## src/rtl/m62_dl_pkg.sv

```systemverilog
// Shared address-window defaults, download indices and sequencer state encoding
// for the M62 ROM download path.
package m62_dl_pkg;

  typedef enum logic [1:0] {
    ST_IDLE     = 2'd0,
    ST_ISSUE    = 2'd1,
    ST_WAIT_ACK = 2'd2
  } dl_state_e;

  localparam logic [24:0] DEF_P2_BASE   = 25'h0030000;
  localparam logic [24:0] DEF_SND_LO    = 25'h0020000;
  localparam logic [24:0] DEF_SND_HI    = 25'h002FFFF;
  localparam logic [24:0] DEF_PROM_BASE = 25'h00A0000;
  localparam logic [24:0] PROM_SPAN     = 25'h0000FFF;

  localparam logic [7:0] IDX_ROM = 8'd0;
  localparam logic [7:0] IDX_MOD = 8'd1;

  function automatic logic in_window(input logic [24:0] addr,
                                     input logic [24:0] lo,
                                     input logic [24:0] hi);
    return (addr >= lo) && (addr <= hi);
  endfunction

endpackage

```

## src/rtl/dl_reset_stretch.sv

```systemverilog
// Holds core_reset while the hold request is active, then for HOLD_CYCLES more
// cycles before releasing it.
module dl_reset_stretch #(
  parameter logic [15:0] HOLD_CYCLES = 16'hFFFF
) (
  input  logic clk_sys,
  input  logic reset,
  input  logic hold_req,
  output logic core_reset
);

  logic [15:0] cnt_r;
  logic        core_reset_r;

  // Reload on hold, count down afterwards; output drops once the last hold cycle is spent
  always_ff @(posedge clk_sys or posedge reset) begin
    if (reset) begin
      cnt_r        <= HOLD_CYCLES;
      core_reset_r <= 1'b1;
    end else if (hold_req) begin
      cnt_r        <= HOLD_CYCLES;
      core_reset_r <= 1'b1;
    end else begin
      if (cnt_r != 16'd0) begin
        cnt_r <= cnt_r - 16'd1;
      end else begin
        cnt_r <= 16'd0;
      end
      core_reset_r <= (cnt_r > 16'd1);
    end
  end

  assign core_reset = core_reset_r;

endmodule

```

## src/rtl/rom_dl_sequencer.sv

```systemverilog
// Turns HPS ioctl byte strobes into toggle-handshake SDRAM writes plus sound
// and PROM dpram strobes, and sequences the core reset around the ROM load.
module rom_dl_sequencer
  import m62_dl_pkg::*;
#(
  parameter logic [24:0] P2_BASE     = DEF_P2_BASE,
  parameter logic [24:0] SND_LO      = DEF_SND_LO,
  parameter logic [24:0] SND_HI      = DEF_SND_HI,
  parameter logic [24:0] PROM_BASE   = DEF_PROM_BASE,
  parameter logic [7:0]  ACK_TIMEOUT = 8'd255,
  parameter logic [15:0] HOLD_CYCLES = 16'hFFFF
) (
  input  logic        clk_sys,
  input  logic        reset,
  input  logic        ioctl_download,
  input  logic        ioctl_wr,
  input  logic [7:0]  ioctl_index,
  input  logic [24:0] ioctl_addr,
  input  logic [7:0]  ioctl_dout,
  output logic        ioctl_wait,
  output logic        port1_req,
  output logic        port2_req,
  input  logic        port1_ack,
  input  logic        port2_ack,
  output logic [22:0] port1_a,
  output logic [22:0] port2_a,
  output logic [1:0]  port_ds,
  output logic [15:0] port_d,
  output logic        port_we,
  output logic        snd_wr,
  output logic [15:0] snd_addr,
  output logic        prom_wr,
  output logic [11:0] prom_addr,
  output logic [7:0]  wr_data,
  output logic [7:0]  core_mod,
  output logic        rom_loaded,
  output logic        core_reset,
  output logic        dl_error
);

  dl_state_e   state_r, state_nx_s;
  logic        wr_d_r, dl_d_r;
  logic        pend_vld_r;
  logic [24:0] pend_addr_r;
  logic [7:0]  pend_data_r;
  logic [7:0]  cnt_r;
  logic        ioctl_wait_r, port_we_r, snd_wr_r, prom_wr_r;
  logic        port1_req_r, port2_req_r;
  logic [22:0] port1_a_r, port2_a_r;
  logic [1:0]  port_ds_r;
  logic [15:0] port_d_r, snd_addr_r;
  logic [11:0] prom_addr_r;
  logic [7:0]  wr_data_r, core_mod_r;
  logic        rom_loaded_r, dl_error_r;

  logic        edge_s, cap0_s, cap1_s, busy_cap_s, acks_match_s;
  logic        issue_s, use_pend_s, pend_load_s, pend_clr_s, pend_nx_s;
  logic        overrun_s, timeout_s, hold_req_s;
  logic [24:0] sel_addr_s;
  logic [7:0]  sel_data_s;
  logic        p2_hit_s, snd_hit_s, prom_hit_s;

  assign edge_s       = ioctl_wr & ~wr_d_r;
  assign cap0_s       = edge_s & (ioctl_index == IDX_ROM);
  assign cap1_s       = edge_s & (ioctl_index == IDX_MOD);
  assign busy_cap_s   = cap0_s & (state_r != ST_IDLE);
  assign acks_match_s = (port1_req_r == port1_ack) & (port2_req_r == port2_ack);
  assign pend_nx_s    = pend_load_s | (pend_vld_r & ~pend_clr_s);

  // A queued byte always goes out before a freshly strobed one
  assign sel_addr_s = use_pend_s ? pend_addr_r : ioctl_addr;
  assign sel_data_s = use_pend_s ? pend_data_r : ioctl_dout;
  assign p2_hit_s   = (sel_addr_s >= P2_BASE);
  assign snd_hit_s  = in_window(sel_addr_s, SND_LO, SND_HI);
  assign prom_hit_s = in_window(sel_addr_s, PROM_BASE, PROM_BASE + PROM_SPAN - 25'd1);

  // FSM state register
  always_ff @(posedge clk_sys or posedge reset) begin
    if (reset) begin
      state_r <= ST_IDLE;
    end else begin
      state_r <= state_nx_s;
    end
  end

  // Next-state, issue decision and pending-slot control
  always_comb begin
    state_nx_s  = state_r;
    issue_s     = 1'b0;
    use_pend_s  = 1'b0;
    pend_load_s = 1'b0;
    pend_clr_s  = 1'b0;
    timeout_s   = 1'b0;
    case (state_r)
      ST_IDLE: begin
        if (pend_vld_r) begin
          issue_s     = 1'b1;
          use_pend_s  = 1'b1;
          state_nx_s  = ST_ISSUE;
          pend_load_s = cap0_s;
          pend_clr_s  = ~cap0_s;
        end else if (cap0_s) begin
          issue_s    = 1'b1;
          state_nx_s = ST_ISSUE;
        end else begin
          state_nx_s = ST_IDLE;
        end
      end
      ST_ISSUE: begin
        state_nx_s = ST_WAIT_ACK;
      end
      ST_WAIT_ACK: begin
        if (acks_match_s) begin
          state_nx_s = ST_IDLE;
        end else if (cnt_r == ACK_TIMEOUT) begin
          timeout_s  = 1'b1;
          state_nx_s = ST_IDLE;
        end else begin
          state_nx_s = ST_WAIT_ACK;
        end
      end
      default: begin
        state_nx_s = ST_IDLE;
      end
    endcase
    pend_load_s = pend_load_s | (busy_cap_s & ~pend_vld_r);
    overrun_s   = busy_cap_s & pend_vld_r;
  end

  // SDRAM request toggles and per-byte address/data registers
  always_ff @(posedge clk_sys or posedge reset) begin
    if (reset) begin
      port1_req_r <= 1'b0;
      port2_req_r <= 1'b0;
      port1_a_r   <= 23'd0;
      port2_a_r   <= 23'd0;
      port_ds_r   <= 2'b00;
      port_d_r    <= 16'd0;
      snd_addr_r  <= 16'd0;
      prom_addr_r <= 12'd0;
      wr_data_r   <= 8'd0;
      snd_wr_r    <= 1'b0;
      prom_wr_r   <= 1'b0;
    end else begin
      snd_wr_r  <= issue_s & snd_hit_s;
      prom_wr_r <= issue_s & prom_hit_s;
      if (issue_s) begin
        port1_req_r <= ~port1_req_r;
        port2_req_r <= p2_hit_s ? ~port2_req_r : port2_req_r;
        port1_a_r   <= sel_addr_s[23:1];
        port2_a_r   <= 23'((sel_addr_s - P2_BASE) >> 1);
        port_ds_r   <= {sel_addr_s[0], ~sel_addr_s[0]};
        port_d_r    <= {sel_data_s, sel_data_s};
        snd_addr_r  <= sel_addr_s[15:0];
        prom_addr_r <= 12'(sel_addr_s - PROM_BASE);
        wr_data_r   <= sel_data_s;
      end else if (timeout_s) begin
        // Give up on the outstanding write and adopt the SDRAM's parity
        port1_req_r <= port1_ack;
        port2_req_r <= port2_ack;
      end
    end
  end

  // Strobe edge detect, pending slot, ack counter and download status
  always_ff @(posedge clk_sys or posedge reset) begin
    if (reset) begin
      wr_d_r       <= 1'b0;
      dl_d_r       <= 1'b0;
      pend_vld_r   <= 1'b0;
      pend_addr_r  <= 25'd0;
      pend_data_r  <= 8'd0;
      cnt_r        <= 8'd0;
      ioctl_wait_r <= 1'b0;
      port_we_r    <= 1'b0;
      core_mod_r   <= 8'd0;
      rom_loaded_r <= 1'b0;
      dl_error_r   <= 1'b0;
    end else begin
      wr_d_r       <= ioctl_wr;
      dl_d_r       <= ioctl_download;
      pend_vld_r   <= pend_nx_s;
      cnt_r        <= (state_r == ST_WAIT_ACK) ? cnt_r + 8'd1 : 8'd0;
      ioctl_wait_r <= (state_nx_s != ST_IDLE) | pend_nx_s;
      port_we_r    <= ioctl_download & (ioctl_index == IDX_ROM);
      if (pend_load_s) begin
        pend_addr_r <= ioctl_addr;
        pend_data_r <= ioctl_dout;
      end
      if (cap1_s) begin
        core_mod_r <= ioctl_dout;
      end
      if (overrun_s | timeout_s) begin
        dl_error_r <= 1'b1;
      end
      if (ioctl_index == IDX_ROM) begin
        if (ioctl_download & ~dl_d_r) begin
          rom_loaded_r <= 1'b0;
        end else if (~ioctl_download & dl_d_r) begin
          rom_loaded_r <= 1'b1;
        end
      end
    end
  end

  assign hold_req_s = ~rom_loaded_r | ioctl_download;

  dl_reset_stretch #(
    .HOLD_CYCLES (HOLD_CYCLES)
  ) u_reset_stretch (
    .clk_sys    (clk_sys),
    .reset      (reset),
    .hold_req   (hold_req_s),
    .core_reset (core_reset)
  );

  assign ioctl_wait = ioctl_wait_r;
  assign port1_req  = port1_req_r;
  assign port2_req  = port2_req_r;
  assign port1_a    = port1_a_r;
  assign port2_a    = port2_a_r;
  assign port_ds    = port_ds_r;
  assign port_d     = port_d_r;
  assign port_we    = port_we_r;
  assign snd_wr     = snd_wr_r;
  assign snd_addr   = snd_addr_r;
  assign prom_wr    = prom_wr_r;
  assign prom_addr  = prom_addr_r;
  assign wr_data    = wr_data_r;
  assign core_mod   = core_mod_r;
  assign rom_loaded = rom_loaded_r;
  assign dl_error   = dl_error_r;

endmodule
```

## config.mk

```make
export PLATFORM = sky130hd
export DESIGN_NAME = rom_dl_sequencer
export DESIGN_NICKNAME = d
export VERILOG_FILES = /design/src/rtl/m62_dl_pkg.sv /design/src/rtl/dl_reset_stretch.sv /design/src/rtl/rom_dl_sequencer.sv
export SDC_FILE = /design/constraint.sdc
export NUM_CORES = 1
export LEC_CHECK = 0
export ABC_AREA = 1
export BUFFER_PORTS_ARGS = -buffer_cell sky130_fd_sc_hd__buf_4
export CORE_MARGIN = 4
export CORE_UTILIZATION = 45
export CTS_CLUSTER_DIAMETER = 150
export DETAILED_ROUTE_END_ITERATION = 16
export GPL_ROUTABILITY_DRIVEN = 0
export PLACE_DENSITY = 0.7
export SYNTH_ARGS = -nofsm -noshare
export SYNTH_HDL_FRONTEND = slang
export SYNTH_SLANG_ARGS = --single-unit
```

## constraint.sdc

```tcl
create_clock -name clk_sys -period 5.9 [get_ports clk_sys]
set_clock_uncertainty 0.05 [all_clocks]
set_input_delay 0.59 -clock clk_sys [delete_from_list [all_inputs] [get_ports clk_sys]]
set_output_delay 0.59 -clock clk_sys [all_outputs]
set_load 0.005 [all_outputs]
```

[Yosys cells after proc, flatten, opt, wreduce, memory -nomap -nowiden]
Cells that the tools add are included.
Word-level totals
  output and inout bits: 117
  register bits after elaboration: 179
Cells by class
  $add $sub $neg: 4
  equal/unequal tests: 7
  order comparisons: 6
  bitwise operators: 28
  muxes and demuxes: 30
  reductions and logical operators: 11
Operators with widths (number)
  greater-or-equal comparator 25 x 18 -> 1 bit (second input constant): 2
  2-to-1 mux 16 bit: 2
  greater-or-equal comparator 25 x 20 -> 1 bit (second input constant): 1
  less-or-equal comparator 25 x 18 -> 1 bit (second input constant): 1
  less-or-equal comparator 25 x 20 -> 1 bit (second input constant): 1
  2-to-1 mux 25 bit: 1
  subtractor 24 x 18 -> 24 bit (second input constant): 1
  2-to-1 mux 1 bit: 22
  greater-than comparator 16 x 1 -> 1 bit (second input constant): 1
  2-to-1 mux 8 bit: 2
  nonzero test 16 bit: 1
  subtractor 16 x 1 -> 16 bit (second input constant): 1
  bitwise AND 1 bit: 13
  subtractor 12 x 1 -> 12 bit (second input constant): 1
  NOT 1 bit: 10
  adder 8 x 1 -> 8 bit (second input constant): 1
  equality test 8 x 1 -> 1 bit (second input constant): 1
  equality test 8 bit (second input constant): 1
  zero test 8 bit: 1
  nonzero test 2 bit: 4
  case mux 2 bit (3 select lines): 1
  OR 1 bit: 5
  2-to-1 mux 2 bit: 2
  AND reduction 2 bit: 2
  6 further kinds: 8

[Logic depth before layout (Yosys ltp)]
Gate-level depths: netlist of run 1.
  depth after elaboration: 10
  mapped depth: 15
  depth with buffers taken out: 14

[Hierarchy]
Synthesis of run 1 repeated with hierarchy kept, for this count alone.
Second synthesis, totals
  cell total of the unflattened synthesis: 855
  area total of the unflattened synthesis: 6595.1 µm²
Modules (own cells, without submodules)
  rom_dl_sequencer: area each 5549.1 µm², cells each 715, times used 1
  dl_reset_stretch: area each 1046.0 µm², cells each 140, times used 1

[Worst setup path after synthesis of run 1]
No wires, ideal clock.
  kind: input-to-reg
  from: in ioctl_index[5]
  to: reg pend_addr_r[21]
  slack: 4088 ps
  cell stages on the path: 8
  buffers on the path: 2
  arrival time: 1636 ps
  cells stage by stage: nor2_1 nand2_1 nor2_1 nand2_1 a21oi_2 buf_2 buf_2 o21ai_0
On the way
  cells in the longest elaborated chain, start to end: 5
  elaborated cells between the ends (all ways): 7
Ends and longest elaborated chain
  start: declaration: line rom_dl_sequencer.sv:17  | input logic [7:0] ioctl_index,
  zero test 8 bit *: line rom_dl_sequencer.sv:64  | assign cap0_s = edge_s & (ioctl_index == IDX_ROM);
  bitwise AND 1 bit *: line rom_dl_sequencer.sv:64
  2-to-1 mux 1 bit / bitwise AND 1 bit (equally long branches): line rom_dl_sequencer.sv:96, rom_dl_sequencer.sv:66
  2-to-1 mux 1 bit / bitwise AND 1 bit (equally long branches): line rom_dl_sequencer.sv:94, rom_dl_sequencer.sv:126
  OR 1 bit *: line rom_dl_sequencer.sv:126  | pend_load_s = pend_load_s | (busy_cap_s & ~pend_vld_r);
  end signal: assignment: line rom_dl_sequencer.sv:187  | pend_addr_r <= ioctl_addr;
  end: declaration: line rom_dl_sequencer.sv:44  | logic [24:0] pend_addr_r;
Mark *: on every way between the ends. The rest lies on a longest branch, timed or not.
A chain may end at the register's enable or synchronous reset.

[Worst setup path in the final report of run 1]
  from: reg pend_vld_r
  to: reg port2_a_r[19], in the netlist port2_a[19]
On the way
  cells in the longest elaborated chain, start to end: 4
  elaborated cells between the ends (all ways): 6
Ends and longest elaborated chain
  start: declaration: line rom_dl_sequencer.sv:43  | logic pend_vld_r;
  start signal: assignment: line rom_dl_sequencer.sv:182  | pend_vld_r <= pend_nx_s;
  2-to-1 mux 1 bit: line rom_dl_sequencer.sv:96  | if (pend_vld_r) begin
  2-to-1 mux 1 bit: line rom_dl_sequencer.sv:94  | case (state_r)
  2-to-1 mux 25 bit: line rom_dl_sequencer.sv:71  | assign sel_addr_s = use_pend_s ? pend_addr_r : ioctl_addr;
  named net sel_addr_s[17]: line rom_dl_sequencer.sv:59  | logic [24:0] sel_addr_s;
  subtractor 24 x 18 -> 24 bit: line rom_dl_sequencer.sv:151  | port2_a_r <= 23'((sel_addr_s - P2_BASE) >> 1);
  end signal: assignment: line rom_dl_sequencer.sv:151
  end: declaration: line rom_dl_sequencer.sv:49  | logic [22:0] port1_a_r, port2_a_r;
The timed path passes the listed nets, and every way through them passes these cells.

==> results of run 1 <==
==> synth_stat cells, types with 2 or more instances <==
cell / count
nand2_1: 230
dfrtp_1: 103
o21ai_0: 88
inv_1: 76
buf_4: 64
nor2_1: 60
nand3_1: 46
dfstp_2: 17
clkbuf_1: 11
o21ai_1: 11
buf_2: 10
a21oi_1: 8
ha_1: 7
xnor2_1: 7
xor2_1: 7
nor3_1: 6
a31oi_1: 5
buf_6: 4
o21ai_2: 4
nor4_1: 3
a21oi_2: 2
inv_2: 2
nand2_2: 2
nand4_1: 2
nor2_2: 2
nor2_4: 2
nor3b_1: 2
o211ai_1: 2
o21a_1: 2
or2_2: 2
==> stage by stage <==
stage	setup slack (ps)	total power [mW]
floorplan	2100	0.961
global placement	3060	1.04
detailed placement	2890	1.04
CTS	2890	2.14
global route	2590	2.21
finish	2870	2.12
==> cell families after synthesis <==
kind of cell	synth area share, %
buffers and inverters	14.4
adders and majority gates	1.39
DFF	47.8
and+or+nand+nor	23.6
xor gates and xnor gates	1.94
AOI/OAI and AO/OA	10.8
==> sequential cells by signal, indices dropped and copies added (netlist names), 2 cells and up <==
name                   flops
pend_addr_r               25
port1_a                   23
state_r                    2
cnt_r                      8
u_reset_stretch.cnt_r     16
core_mod                   8
port2_a                    8
pend_data_r                8
port_d                     8
==> where the power goes <==
group,switching (mW),internal [mW]
clock,0.373,0.726
combinational,0.0860,0.0810
sequential,0.0157,0.843
==> layer usage <==
layer | part of all wire, % | routed length [um] | GRT usage, %
met5 | 0 | 0 | 0
met4 | 1.4 | 208 | 5.99
met3 | 5.7 | 854 | 5.43
met2 | 44 | 6670 | 26.8
met1 | 48 | 7270 | 28.2
==> layout make-up <==
class / instances / area [um2] / share of cell area (%)
inverter: 78 / 295 / 3.78
tap: 180 / 225 / 2.89
sequential: 120 / 3020 / 38.7
multi-input combinational: 509 / 2380 / 30.5
clock inverter: 12 / 174 / 2.23
clock buffer: 20 / 457 / 5.85
timing repair buffer: 166 / 1250 / 16.0
==> worst max-delay path by stage <==
stage                    start           to
floorplan                reset     cnt_r[0]
CTS                 state_r[1]  port2_a[19]
global placement    pend_vld_r  port2_a[19]
finish              pend_vld_r  port2_a[19]
detailed placement  pend_vld_r  port2_a[19]
global route        pend_vld_r  port2_a[19]
==> worst reg2reg max path, cell delays in order, from the launching register on <==
cell and delay (ps):
dfrtp_1 1010, nand2_4 550, o21ai_2 410, inv_1 110
ha_1 220, inv_1 70, nand2_1 80, o21a_1 190
o31ai_1 220
==> flow_summary.ini, run 1 <==
[run_status]
outcome = complete, no violations

[cells_and_area]
nets = 946
fill_cells = 1308
final_area_mm2 = 0.00780
instances_no_fill = 1085
layout.cells.most_common = nand2_1
drive_gt1_share_pct = 25.7
mostFrequentLayoutCells = nand2_1, buf_4, dfrtp_1
final_util_pct = 56.4
n_antenna_cell = 0
syn_to_final_growth_pct = 23.5

[cts]
tritoncts = built
cts.sinks = 120
cts.repair.resized = 0
htree_num_levels = 4
clk_pin_slew_ps = 60
cts_buffers = 17
cts_root_buf = clkbuf_16
clock_path_buffers = 2
post-cts-setup-buffers = 0
hold_buffers = 0
clock_latency_ps = 420

[route]
totalWireLength_um = 15000
drtPass1Iterations = 5
ant_nets = 0
routed_via_density = 4.86
drc = 0
wl_per_cell_um = 13.8
first_iter_violations = 464
via_count = 5270

[synth]
synth.largest_area_cell = dfrtp_1
synth_top_area_share_pct = 40.8
synth_area_leaders = dfrtp_1, nand2_1, buf_4, dfstp_2, o21ai_0
ys_seq_area_share_pct = 47.8
ys_async_sr_fraction_pct = 100
synthesis.nets = 851
ys_seq_elements = 120
syn_area_per_cell_um2 = 7.93
ys_types = 40
yosysWarnings = 0
synth-main-ff-cell = dfrtp_1
synth_edf_count = 0
synthesis.area_mm2 = 0.00632
postSynthCellCount = 797

[timing]
timing.final.crit_share_pct = 51.3
hold_violations = 0
timing_worst_slew_pin_value_ps = 1130
finalSetupViolCount = 0
rsz0062_at_grt = false
setup_tns_ps = 0
fmax_mhz = 330
hold_ws_ps = 218
slew_headroom_pct = 24.4
period_minus_slack_ps = 3030
drv_slew = 0

[worst_setup_path]
rrSetupSlack_ps = 2870
path_cells = nand2_4, o21ai_2, inv_1, ha_1, inv_1, nand2_1, o21a_1, o31ai_1
critPathBufInv = 2
crit_type = register to register
timing.rr.end = port2_a[19]
timing.critical_path.mode_cell = inv_1
cp.depth = 8
required_ps = 6150
crit_fanout = 58
cp_data_arrival_time_ps = 3280
critPathCaptureType = register
cp-start-kind = register
cp_top_family = flip-flops
cp_slowest_cell = dfrtp_1
max_stage_delay_ps = 1010
reg2reg_depth = 8
reg2reg_from = pend_vld_r

[floorplan]
die-area_mm2 = 0.0160
die_y_um = 127
core_area_mm2 = 0.0138
rows = 43
initial_core_util_pct = 45.7
pin_count = 164
dieWidth_um = 127

[global_routing]
grt_start_max_net_pins = 72
grt_pass1_wl_um = 24300
grt_usage_pct = 19.0
gr-total-overflow = 0
grt_pass1_vias = 4796
antenna_found_initial = 0

[power]
ir_drop_mv = 0.203
p_leak_nw = 4.01
p_per_area_mw_per_mm2 = 272

[place]
dp_hpwl_um = 10800
numPlacedInstances = 1053
io_buffers = 163
placed_cell_area_mm2 = 0.00717

[min_path]
hp-class = primary input to asynchronous set/reset pin

[job]
drv_cap = 0
No activity file was read; power rests on OpenSTA's default activity.
==> inputs of run 2 (changes only) <==
--- a/config.mk
+++ b/config.mk
@@ -5,7 +5,7 @@
 export SDC_FILE = /design/constraint.sdc
 export NUM_CORES = 1
 export LEC_CHECK = 0
-export ABC_AREA = 1
+export ABC_AREA = 0
 export BUFFER_PORTS_ARGS = -buffer_cell sky130_fd_sc_hd__buf_4
 export CORE_MARGIN = 4
 export CORE_UTILIZATION = 45
==> constraint.sdc (replaced) <==
create_clock -name clk_sys -period 3 [get_ports clk_sys]
set_clock_uncertainty 0.05 [all_clocks]
set_input_delay 0.3 -clock clk_sys [delete_from_list [all_inputs] [get_ports clk_sys]]
set_output_delay 0.3 -clock clk_sys [all_outputs]
set_load 0.005 [all_outputs]
==> run 2 against run 1 <==
  * Via count shrank 11%
  * Utilization grew 1.8 points
  * Largest cell class unchanged
  * Cell count shrank 18%
  * First-iteration DRC count shrank 27%
  * Highest routed layer unchanged
  * Largest power group unchanged
==> flow_summary.ini, run 2 <==
[run_status]
outcome = complete, no violations

[worst_setup_path]
cp-start-kind = register
cp_data_arrival_time_ps = 3010
crit_type = register to register
reg2reg_depth = 7
crit_fanout = 7
required_ps = 3270
critPathCaptureType = register

[cells_and_area]
n_antenna_cell = 0
largest_reg_flops = 25
fill_cells = 1078
mostFrequentLayoutCells = buf_4, dfrtp_1, nand2_1
nets = 758
largest-register = pend_addr_r
multi_input_area_mm2 = 0.00251
final_area_mm2 = 0.00774
syn_to_final_growth_pct = 26.3
layout.cells.most_common = buf_4
drive_gt1_share_pct = 37.5
ff_latch_area_mm2 = 0.00302

[floorplan]
initial_core_util_pct = 46.1
core_area_mm2 = 0.0133
die_y_um = 125
rows = 42
dieWidth_um = 125
pin_count = 164
die-area_mm2 = 0.0156

[power]
p_leak_nw = 3.83
p_per_area_mw_per_mm2 = 530
ir_drop_mv = 0.377

[synth]
synth.largest_area_cell = dfrtp_1
synth_top_area_share_pct = 42.0
syn_area_per_cell_um2 = 10.3
synthesis.nets = 648
yosys.cell_count.top_type = dfrtp_1
yosysWarnings = 0
ys_seq_area_share_pct = 49.3
postSynthCellCount = 594
synthesis.area_mm2 = 0.00613
ys_types = 58
synth_area_leaders = dfrtp_1, buf_4, dfstp_2, mux2_4, nand2_1
netlist_top_cells_count = dfrtp_1, nand2_1, buf_4
synth-main-ff-cell = dfrtp_1
synth_edf_count = 0
ys_async_sr_fraction_pct = 100
ys_seq_elements = 120

[timing]
timing.final.crit_share_pct = 91.2
rsz0062_at_grt = false
period_minus_slack_ps = 2740
hold_violations = 0
drv_slew = 0
finalSetupViolCount = 0
hold_ws_ps = 46.8
fmax_mhz = 366
timing_worst_slew_pin_value_ps = 885
setup_tns_ps = 0
slew_headroom_pct = 40.9

[place]
io_buffers = 163
dp_hpwl_um = 10600
placed_cell_area_mm2 = 0.00711

[global_routing]
grt_usage_pct = 19.5
gr-total-overflow = 0
grt_pass1_wl_um = 24500
antenna_found_initial = 0
grt_pass1_vias = 4689
grt_start_max_net_pins = 55

[route]
routed_via_density = 5.26
first_iter_violations = 338
ant_nets = 0
wl_per_cell_um = 16.5
drc = 0
totalWireLength_um = 14800
drtPass1Iterations = 6
via_count = 4697

[cts]
clk_pin_slew_ps = 50
cts.repair.resized = 0
clock_path_buffers = 2
cts_buffers = 17
clock_latency_ps = 420
post-cts-setup-buffers = 0
cts.sinks = 120
cts_root_buf = clkbuf_16
tritoncts = built
htree_num_levels = 4
hold_buffers = 3

[job]
drv_cap = 0

[min_path]
hp-class = primary input to register
whs_path_depth = 2
## run 2: changes by cell type after synthesis, sizes merged, moves of 6 or more
cell   previous run  this run
nor3              6        15
a21oi            10         4
o21ai           103        36
a31oi             5        27
nand2           233        89
mux2              0        41
xnor2             7        16
nand3            46         8
inv              78         9
nor2             64        50
mux2i             0         7
nor4              3        14
## run 2: layout make-up
type                       instances  share of cell area, %
sequential                       120                   39.0
clock inverter                     8                   1.52
tap                              176                   2.84
multi-input combinational        381                   32.4
timing repair buffer             175                   17.4
inverter                           9                  0.485
clock buffer                      24                   6.35
## run 2: kinds of logic (layout without fill, tap and decap cells)
group	Yosys count	count (layout)	synth area share, %
simple gates	214	214	16.5
flops	120	120	49.3
buf+inv	93	216	10.1
compound gates	87	87	8.69
mux	48	48	10.4
xor+xnor	24	24	3.43
fa+ha+maj	8	8	1.59
## run 2: critical path, stage by stage, from the launching register on
cell and delay, ps:
dfrtp_1 450, or3b_1 440, mux2i_1 220, ha_1 230, or4b_2 590, nor4_1 210, a31oi_1 140, a221oi_1 300
## run 2: path summary, 6_finish.rpt
check / from / to / slack, ps
max in group asynchronous: reset / u_reset_stretch.cnt_r[14] / 1720
worst min register to register: cnt_r[0] / cnt_r[0] / 410
min in group asynchronous: reset / port_we / 480
worst max-delay path: state_r[1] / snd_wr / 260
worst min-delay path: ioctl_index[0] / port_we / 50
worst max register to register: state_r[1] / snd_wr / 260
## run 2: power breakdown
part           internal, mW  switching (mW)
clock                  1.39           0.699
combinational         0.176           0.148
sequential             1.66          0.0356
## run 2: routing by layer
metal	wire length (um)	track usage (%)	vias to the layer above	share of wire, %
met5	0	0	-	0
met4	260	7.22	0	1.8
met3	843	5.53	26	5.7
met2	7110	31.3	147	48
met1	6550	25.0	2287	44
li1	-	-	2237	-
## run 2: metrics by stage
step | cells | setup WS (ps) | util, % | power, mW
final | 893 | 264 | 58.3 | 4.10
after global routing | 893 | 94.4 | 58.3 | 4.26
after CTS | 893 | 243 | 58.3 | 4.14
after detailed placement | 858 | 270 | 53.4 | 2.05
after global placement | 858 | 390 | 53.4 | 2.04
after floorplan | 594 | 356 | - | 1.88
